**src/rtl/peripheral_int_ctrl_pkg.sv**
```systemverilog
// Shared definitions for the peripheral interrupt controller:
// register map offsets, controller state encoding and default code width.
package peripheral_int_ctrl_pkg;

    localparam int unsigned DEF_INT_CODE_WIDTH = 8;

    localparam logic [7:0] ADDR_PENDING  = 8'h00;
    localparam logic [7:0] ADDR_ENABLE   = 8'h04;
    localparam logic [7:0] ADDR_TRIGGER  = 8'h08;
    localparam logic [7:0] ADDR_CLAIM    = 8'h0C;
    localparam logic [7:0] ADDR_COMPLETE = 8'h10;

    typedef enum logic [1:0] {
        ST_IDLE    = 2'd0,
        ST_ASSERT  = 2'd1,
        ST_CLAIMED = 2'd2
    } state_t;

endpackage

```
**src/rtl/int_prio_enc.sv**
```systemverilog
// Lowest-index-wins priority encoder: bit i set maps to code i+1, none set gives 0.
module int_prio_enc #(
    parameter int unsigned INT_NUM = 8,
    parameter int unsigned CODE_W  = 8
) (
    input  logic [INT_NUM-1:0] i_vec,
    output logic [CODE_W-1:0]  o_code
);

    logic w_found;

    // Scan upward and keep the first set bit.
    always_comb begin
        o_code  = '0;
        w_found = 1'b0;
        for (int unsigned i = 0; i < INT_NUM; i++) begin
            if (!w_found && i_vec[i]) begin
                o_code  = CODE_W'(i + 1);
                w_found = 1'b1;
            end
        end
    end

endmodule

```
**src/rtl/peripheral_int_ctrl.sv**
```systemverilog
// Peripheral interrupt controller: per-source gateways (edge/level), pending
// latch, fixed-priority arbitration and a claim/complete handshake through a
// small register port. The selected code feeds the CSR block.
module peripheral_int_ctrl
    import peripheral_int_ctrl_pkg::*;
#(
    parameter int unsigned INT_NUM        = 8,
    parameter int unsigned INT_CODE_WIDTH = DEF_INT_CODE_WIDTH
) (
    input  logic                      clk,
    input  logic                      rst,
    input  logic [INT_NUM-1:0]        int_src,
    input  logic [7:0]                reg_addr,
    input  logic [31:0]               reg_wdata,
    input  logic                      reg_wen,
    input  logic                      reg_ren,
    output logic [31:0]               reg_rdata,
    output logic [INT_CODE_WIDTH-1:0] peripheral_int_code
);

    state_t                    r_state;
    state_t                    w_state_nxt;
    logic [INT_NUM-1:0]        r_pending;
    logic [INT_NUM-1:0]        r_enable;
    logic [INT_NUM-1:0]        r_trigger;
    logic [INT_NUM-1:0]        r_prev;
    logic [INT_CODE_WIDTH-1:0] r_cur_code;

    logic [INT_CODE_WIDTH-1:0] w_win_code;
    logic [INT_NUM-1:0]        w_req;
    logic [INT_NUM-1:0]        w_cur_mask;
    logic [INT_NUM-1:0]        w_raw_set;
    logic [INT_NUM-1:0]        w_set;
    logic [INT_NUM-1:0]        w_claim_clr;
    logic                      w_rd;
    logic                      w_cur_en;
    logic                      w_arb;
    logic                      w_claim;
    logic                      w_unused;

    // A read colliding with a write returns 0; the write still lands.
    assign w_rd      = reg_ren & ~reg_wen;
    assign w_req     = r_pending & r_enable;
    assign w_raw_set = (r_trigger & int_src & ~r_prev) | (~r_trigger & int_src);
    assign w_cur_en  = |(w_cur_mask & r_enable);
    // The claimed source's gateway stays shut until its COMPLETE.
    assign w_set       = w_raw_set & ~((r_state == ST_CLAIMED) ? w_cur_mask : '0);
    assign w_claim_clr = w_claim ? w_cur_mask : '0;
    assign w_unused    = ^reg_wdata;

    int_prio_enc #(
        .INT_NUM (INT_NUM),
        .CODE_W  (INT_CODE_WIDTH)
    ) u_prio_enc (
        .i_vec  (w_req),
        .o_code (w_win_code)
    );

    // One-hot view of the latched winner code.
    always_comb begin
        w_cur_mask = '0;
        for (int unsigned i = 0; i < INT_NUM; i++) begin
            w_cur_mask[i] = (r_cur_code == INT_CODE_WIDTH'(i + 1));
        end
    end

    // Controller state register.
    always_ff @(posedge clk) begin
        if (!rst) r_state <= ST_IDLE;
        else      r_state <= w_state_nxt;
    end

    // Next-state, claim decode and interrupt code output.
    always_comb begin
        w_state_nxt         = r_state;
        w_arb               = 1'b0;
        w_claim             = 1'b0;
        peripheral_int_code = '0;
        case (r_state)
            ST_IDLE: begin
                if (|w_req) begin
                    w_arb       = 1'b1;
                    w_state_nxt = ST_ASSERT;
                end
            end
            ST_ASSERT: begin
                // Disabling the winner withdraws the request at once; pending is kept.
                if (!w_cur_en) begin
                    w_state_nxt = ST_IDLE;
                end else begin
                    peripheral_int_code = r_cur_code;
                    if (w_rd && reg_addr == ADDR_CLAIM) begin
                        w_claim     = 1'b1;
                        w_state_nxt = ST_CLAIMED;
                    end
                end
            end
            ST_CLAIMED: begin
                if (reg_wen && reg_addr == ADDR_COMPLETE &&
                    reg_wdata[INT_CODE_WIDTH-1:0] == r_cur_code) begin
                    w_state_nxt = ST_IDLE;
                end
            end
            default: w_state_nxt = ST_IDLE;
        endcase
    end

    // Gateways, pending, configuration registers, winner latch and read port.
    always_ff @(posedge clk) begin
        if (!rst) begin
            r_pending  <= '0;
            r_enable   <= '0;
            r_trigger  <= '0;
            r_prev     <= '0;
            r_cur_code <= '0;
            reg_rdata  <= '0;
        end else begin
            r_prev    <= int_src;
            r_pending <= (r_pending | w_set) & ~w_claim_clr;
            if (w_arb) r_cur_code <= w_win_code;
            if (reg_wen) begin
                case (reg_addr)
                    ADDR_ENABLE:  r_enable  <= reg_wdata[INT_NUM-1:0];
                    ADDR_TRIGGER: r_trigger <= reg_wdata[INT_NUM-1:0];
                    default: ;
                endcase
            end
            if (reg_ren) begin
                if (!w_rd) begin
                    reg_rdata <= '0;
                end else begin
                    case (reg_addr)
                        ADDR_PENDING: reg_rdata <= 32'(r_pending);
                        ADDR_ENABLE:  reg_rdata <= 32'(r_enable);
                        ADDR_TRIGGER: reg_rdata <= 32'(r_trigger);
                        ADDR_CLAIM:   reg_rdata <= w_claim ? 32'(r_cur_code) : '0;
                        default:      reg_rdata <= '0;
                    endcase
                end
            end
        end
    end

endmodule

```
**config.mk**
```make
export PLATFORM = sky130hd
export DESIGN_NAME = peripheral_int_ctrl
export DESIGN_NICKNAME = d
export VERILOG_FILES = /design/src/rtl/peripheral_int_ctrl_pkg.sv /design/src/rtl/int_prio_enc.sv /design/src/rtl/peripheral_int_ctrl.sv
export SDC_FILE = /design/constraint.sdc
export NUM_CORES = 1
export LEC_CHECK = 0
export ABC_AREA = 1
export CAP_MARGIN = 40
export CORE_MARGIN = 1
export CORE_UTILIZATION = 41
export DETAILED_ROUTE_END_ITERATION = 8
export PLACE_DENSITY = 0.74
export SLEW_MARGIN = 20
export SYNTH_ARGS = -nofsm -noshare
export SYNTH_HDL_FRONTEND = slang
export SYNTH_SLANG_ARGS = --single-unit
export TNS_END_PERCENT = 5
```
**constraint.sdc**
```tcl
create_clock -name clk -period 1.69 [get_ports clk]
set_input_delay 0.338 -clock clk [delete_from_list [all_inputs] [get_ports clk]]
set_output_delay 0.338 -clock clk [all_outputs]
set_load 0.05 [all_outputs]
```
==> metrics.md, run 1 <==
| Metric | Value |
|---|---|
| # diodes | 0 |
| Post-synth EDFFs | 0 |
| P_leak | 1.579 nW |
| Adder and majority gate portion of the synthesized area | 0% |
| Final ANT Viol Nets | 0 |
| Chip width | 80.81 um |
| Primary FF master, synth | dfxtp_1 |
| Busiest layer in global routing | met2 |
| CTS tree | done |
| Compound-gate portion of the synthesized area | 13.76% |
| Startpoint Class | register |
| CTS buffer count | 5 |
| Nets@finish | 504 |
| Die area | 6529 um^2 |
| Die H | 80.81 um |
| Crit Path Category | reg -> out |
| Largest family of logic cells by synthesized area | simple AND/OR/NAND/NOR gates |
| Largest net degree at the start of global routing | 29 |
| Final period util | 119.4% |
| Total track usage | 22.29% |
| Fmax | 495.6 MHz |
| Setup ws final | -0.3279 ns |
| Tmin final | 2.018 ns |
| FP Rows | 28 |
| Synth cell types | 30 |
| Synth Register Bits | 46 |
| Global-route wire length before repair | 10920 um |
| Cell area after layout | 3403 um^2 |
| Slew HR | 64.18% |
| Hold buffers post-CTS | 0 |
| Worst Path Max Fanout | 5 |
| Post-synthesis xor/xnor area fraction | 0.3440% |
| GRT met1 Usage | 27.58% |
| GR Layer Usage met3 | 4.045% |
| Met2 layer usage reported by global route | 37.56% |
| Syn. warnings | 0 |
| Clk root buf | clkbuf_8 |
| Max Cap Violations | 0 |
| Worst Path Required | 1.35 ns |
| Register area share after synthesis | 36.17% |
| PnR Total Power | 0.002116 W |
| Pins over their slew limit | 0 |
| I/O pin total | 92 |
| Post-synthesis mux area share | 0% |
| WL per Instance | 12.70 um |
| Final WL | 6706 um |
| Peak VDD IR | 0.5417 mV |
| Failing checks | negative setup slack |
| Final Wtd Congestion | 0.9373 |
| Most frequent cells in the layout | nand2_1 (104), buf_4 (48), dfxtp_1 (42) |
| Mapped Avg Cell Area | 6.826 um^2 |
| Dpl hpwl | 5216 um |
| Pwr/cell area | 621.9 nW/um^2 |
| CTS Sinks | 46 |
| Final Hold Fails | 0 |
| Mapped Area | 2546 um^2 |
| Synth Instances | 373 |
| DRC viols | 0 |
| Share of post-route cells with drive strength above 1 | 21.19% |
| First DRT Iteration DRCs | 98 |
| Port Buf Inserts | 39 |
| Clock Skew | 0.006735 ns |
| RSZ-0062 raised after global routing | true |
| Fill count | 569 |
| Crit path arrival time | 1.68 ns |
| Core footprint | 5956 um^2 |
| Post-layout util | 57.14% |
| Vias post-DR | 2602 |
| Antenna violations before repair | 0 |
| Ys async rst share | 0% |
| R2R setup slack | -0.02 ns |
| Vias in the first global route | 2361 |
| Crit end category | output port |
| Initial Util | 42.75% |
| Worst hold path type | reg -> reg |
| Worst-Margin Slew | 0.5365 ns |
| Max Buffers Root-to-Sink | 2 |
| Area of the multi-input gates | 1376 um^2 |
| Grt ovf | 0 |
| Final hold slack | 0.4677 ns |
| Status | finished, violations left |
| Placed Area | 3254 um^2 |
| Synth Area in Simple Gates | 32.97% |
| Register area | 935.9 um^2 |
| Final count of negative-setup-slack endpoints | 11 |
| Layout area overhead | 33.66% |
| Leading cell type in the layout, fill and taps excluded | nand2_1 |
| CTS H-tree depth | 2 |
| Vias/cell | 4.928 |
| Worst-skew pair later-pin latency | 0.30 ns |
| CTS clk-pin slew, worst paths | 0.08 ns |
| DR pass1 iterations | 4 |
-- final cells by class --
type | count | share of cell area (%)
flip-flops and latches | 46 | 27.50
clock inverters | 2 | 0.4044
well taps | 75 | 2.757
clock buffers | 6 | 2.132
multi-input cells | 273 | 40.44
inverters | 45 | 4.963
repair buffers | 81 | 21.80
-- report_power, final --
part	switching [W]	leakage, nW	internal (W)	total (W)
sequential	0.0000168	0.379	0.00110	0.00112
combinational	0.000227	1.16	0.000106	0.000333
clock	0.000372	0.0452	0.000292	0.000664
total	0.000616	1.58	0.00150	0.00212
-- registers in the layout (all words and copies together) (netlist names) --
signal      flops
r_enable        8
r_pending       8
r_prev          8
r_trigger       8
reg_rdata       8
r_cur_code      4
r_state         2
-- path summary, 6_finish.rpt --
path / to / cells after the start / start
hold reg to reg: reg_rdata[7]$_SDFFE_PN0P_ / 2 / reg_rdata[7]$_SDFFE_PN0P_
hold / removal: reg_rdata[7]$_SDFFE_PN0P_ / 2 / reg_rdata[7]$_SDFFE_PN0P_
setup reg to reg: r_pending[0]$_SDFF_PN0_ / 10 / r_cur_code[2]$_SDFFE_PN0P_
setup / recovery: peripheral_int_code[2] / 9 / r_cur_code[2]$_SDFFE_PN0P_
-- kinds of logic (layout without fill, tap and decap cells) --
family                    Yosys count  after routing
AOI/OAI and AO/OA                  57             57
xor gates and xnor gates            1              1
buffers and inverters              81            134
DFF                                46             46
other                               1             28
and+or+nand+nor                   187            187
-- worst max-delay path, cell delays in order, from the launching register on --
cell	delay [ns]
dfxtp_4	0.40
inv_2	0.06
nor2_4	0.16
nand3_1	0.12
nand2_1	0.09
nor2_1	0.06
nand2_2	0.09
nand2_4	0.11
nor2_4	0.14
buf_12	0.14
-- metal layers --
layer / vias up / wire length, um
met1: 1164 / 2846
li1: 1316 / -
met4: 0 / 165
met3: 16 / 477
met5: - / 0
met2: 106 / 3215
-- repair_timing --
item,in CTS,in global routing
resized for setup,9,7
setup buffers,1,1
pin swaps,2,2
setup endpoints to repair,11,31
hold endpoints to repair,0,0
-- Yosys cell counts (3+ instances only) --
cell | count | share of area (%)
a211oi_1 | 16 | 4.7
a21oi_1 | 20 | 3.9
a31oi_1 | 7 | 1.7
buf_4 | 29 | 8.6
clkbuf_1 | 3 | 0.44
dfxtp_1 | 46 | 36
inv_1 | 40 | 5.9
inv_2 | 5 | 0.74
nand2_1 | 105 | 15
nand3_1 | 19 | 3.7
nand4_1 | 7 | 1.7
nor2_1 | 36 | 5.3
nor2_2 | 3 | 0.74
nor3_1 | 7 | 1.4
o21ai_0 | 9 | 1.8
-- per-stage QoR --
step	worst slack (ns)	cells	setup TNS, ns
4_1_cts	-0.2403	527	-0.9037
5_1_grt	-0.4273	528	-2.408
6_report	-0.3279	528	-1.364
3_5_place_dp	-0.2391	518	-6.676
2_1_floorplan	0.001267	400	0
3_3_place_gp	-0.1842	518	-5.186
Power figures use the tool's default switching activity.
==> inputs of run 2 (changes only) <==
--- a/config.mk
+++ b/config.mk
@@ -7,7 +7,6 @@
 export LEC_CHECK = 0
 export ABC_AREA = 1
 export CAP_MARGIN = 40
-export CORE_MARGIN = 1
 export CORE_UTILIZATION = 41
 export DETAILED_ROUTE_END_ITERATION = 8
 export PLACE_DENSITY = 0.74
==> results of run 2 <==
No change in the layout: final DEF, timing and power equal those of run 1.
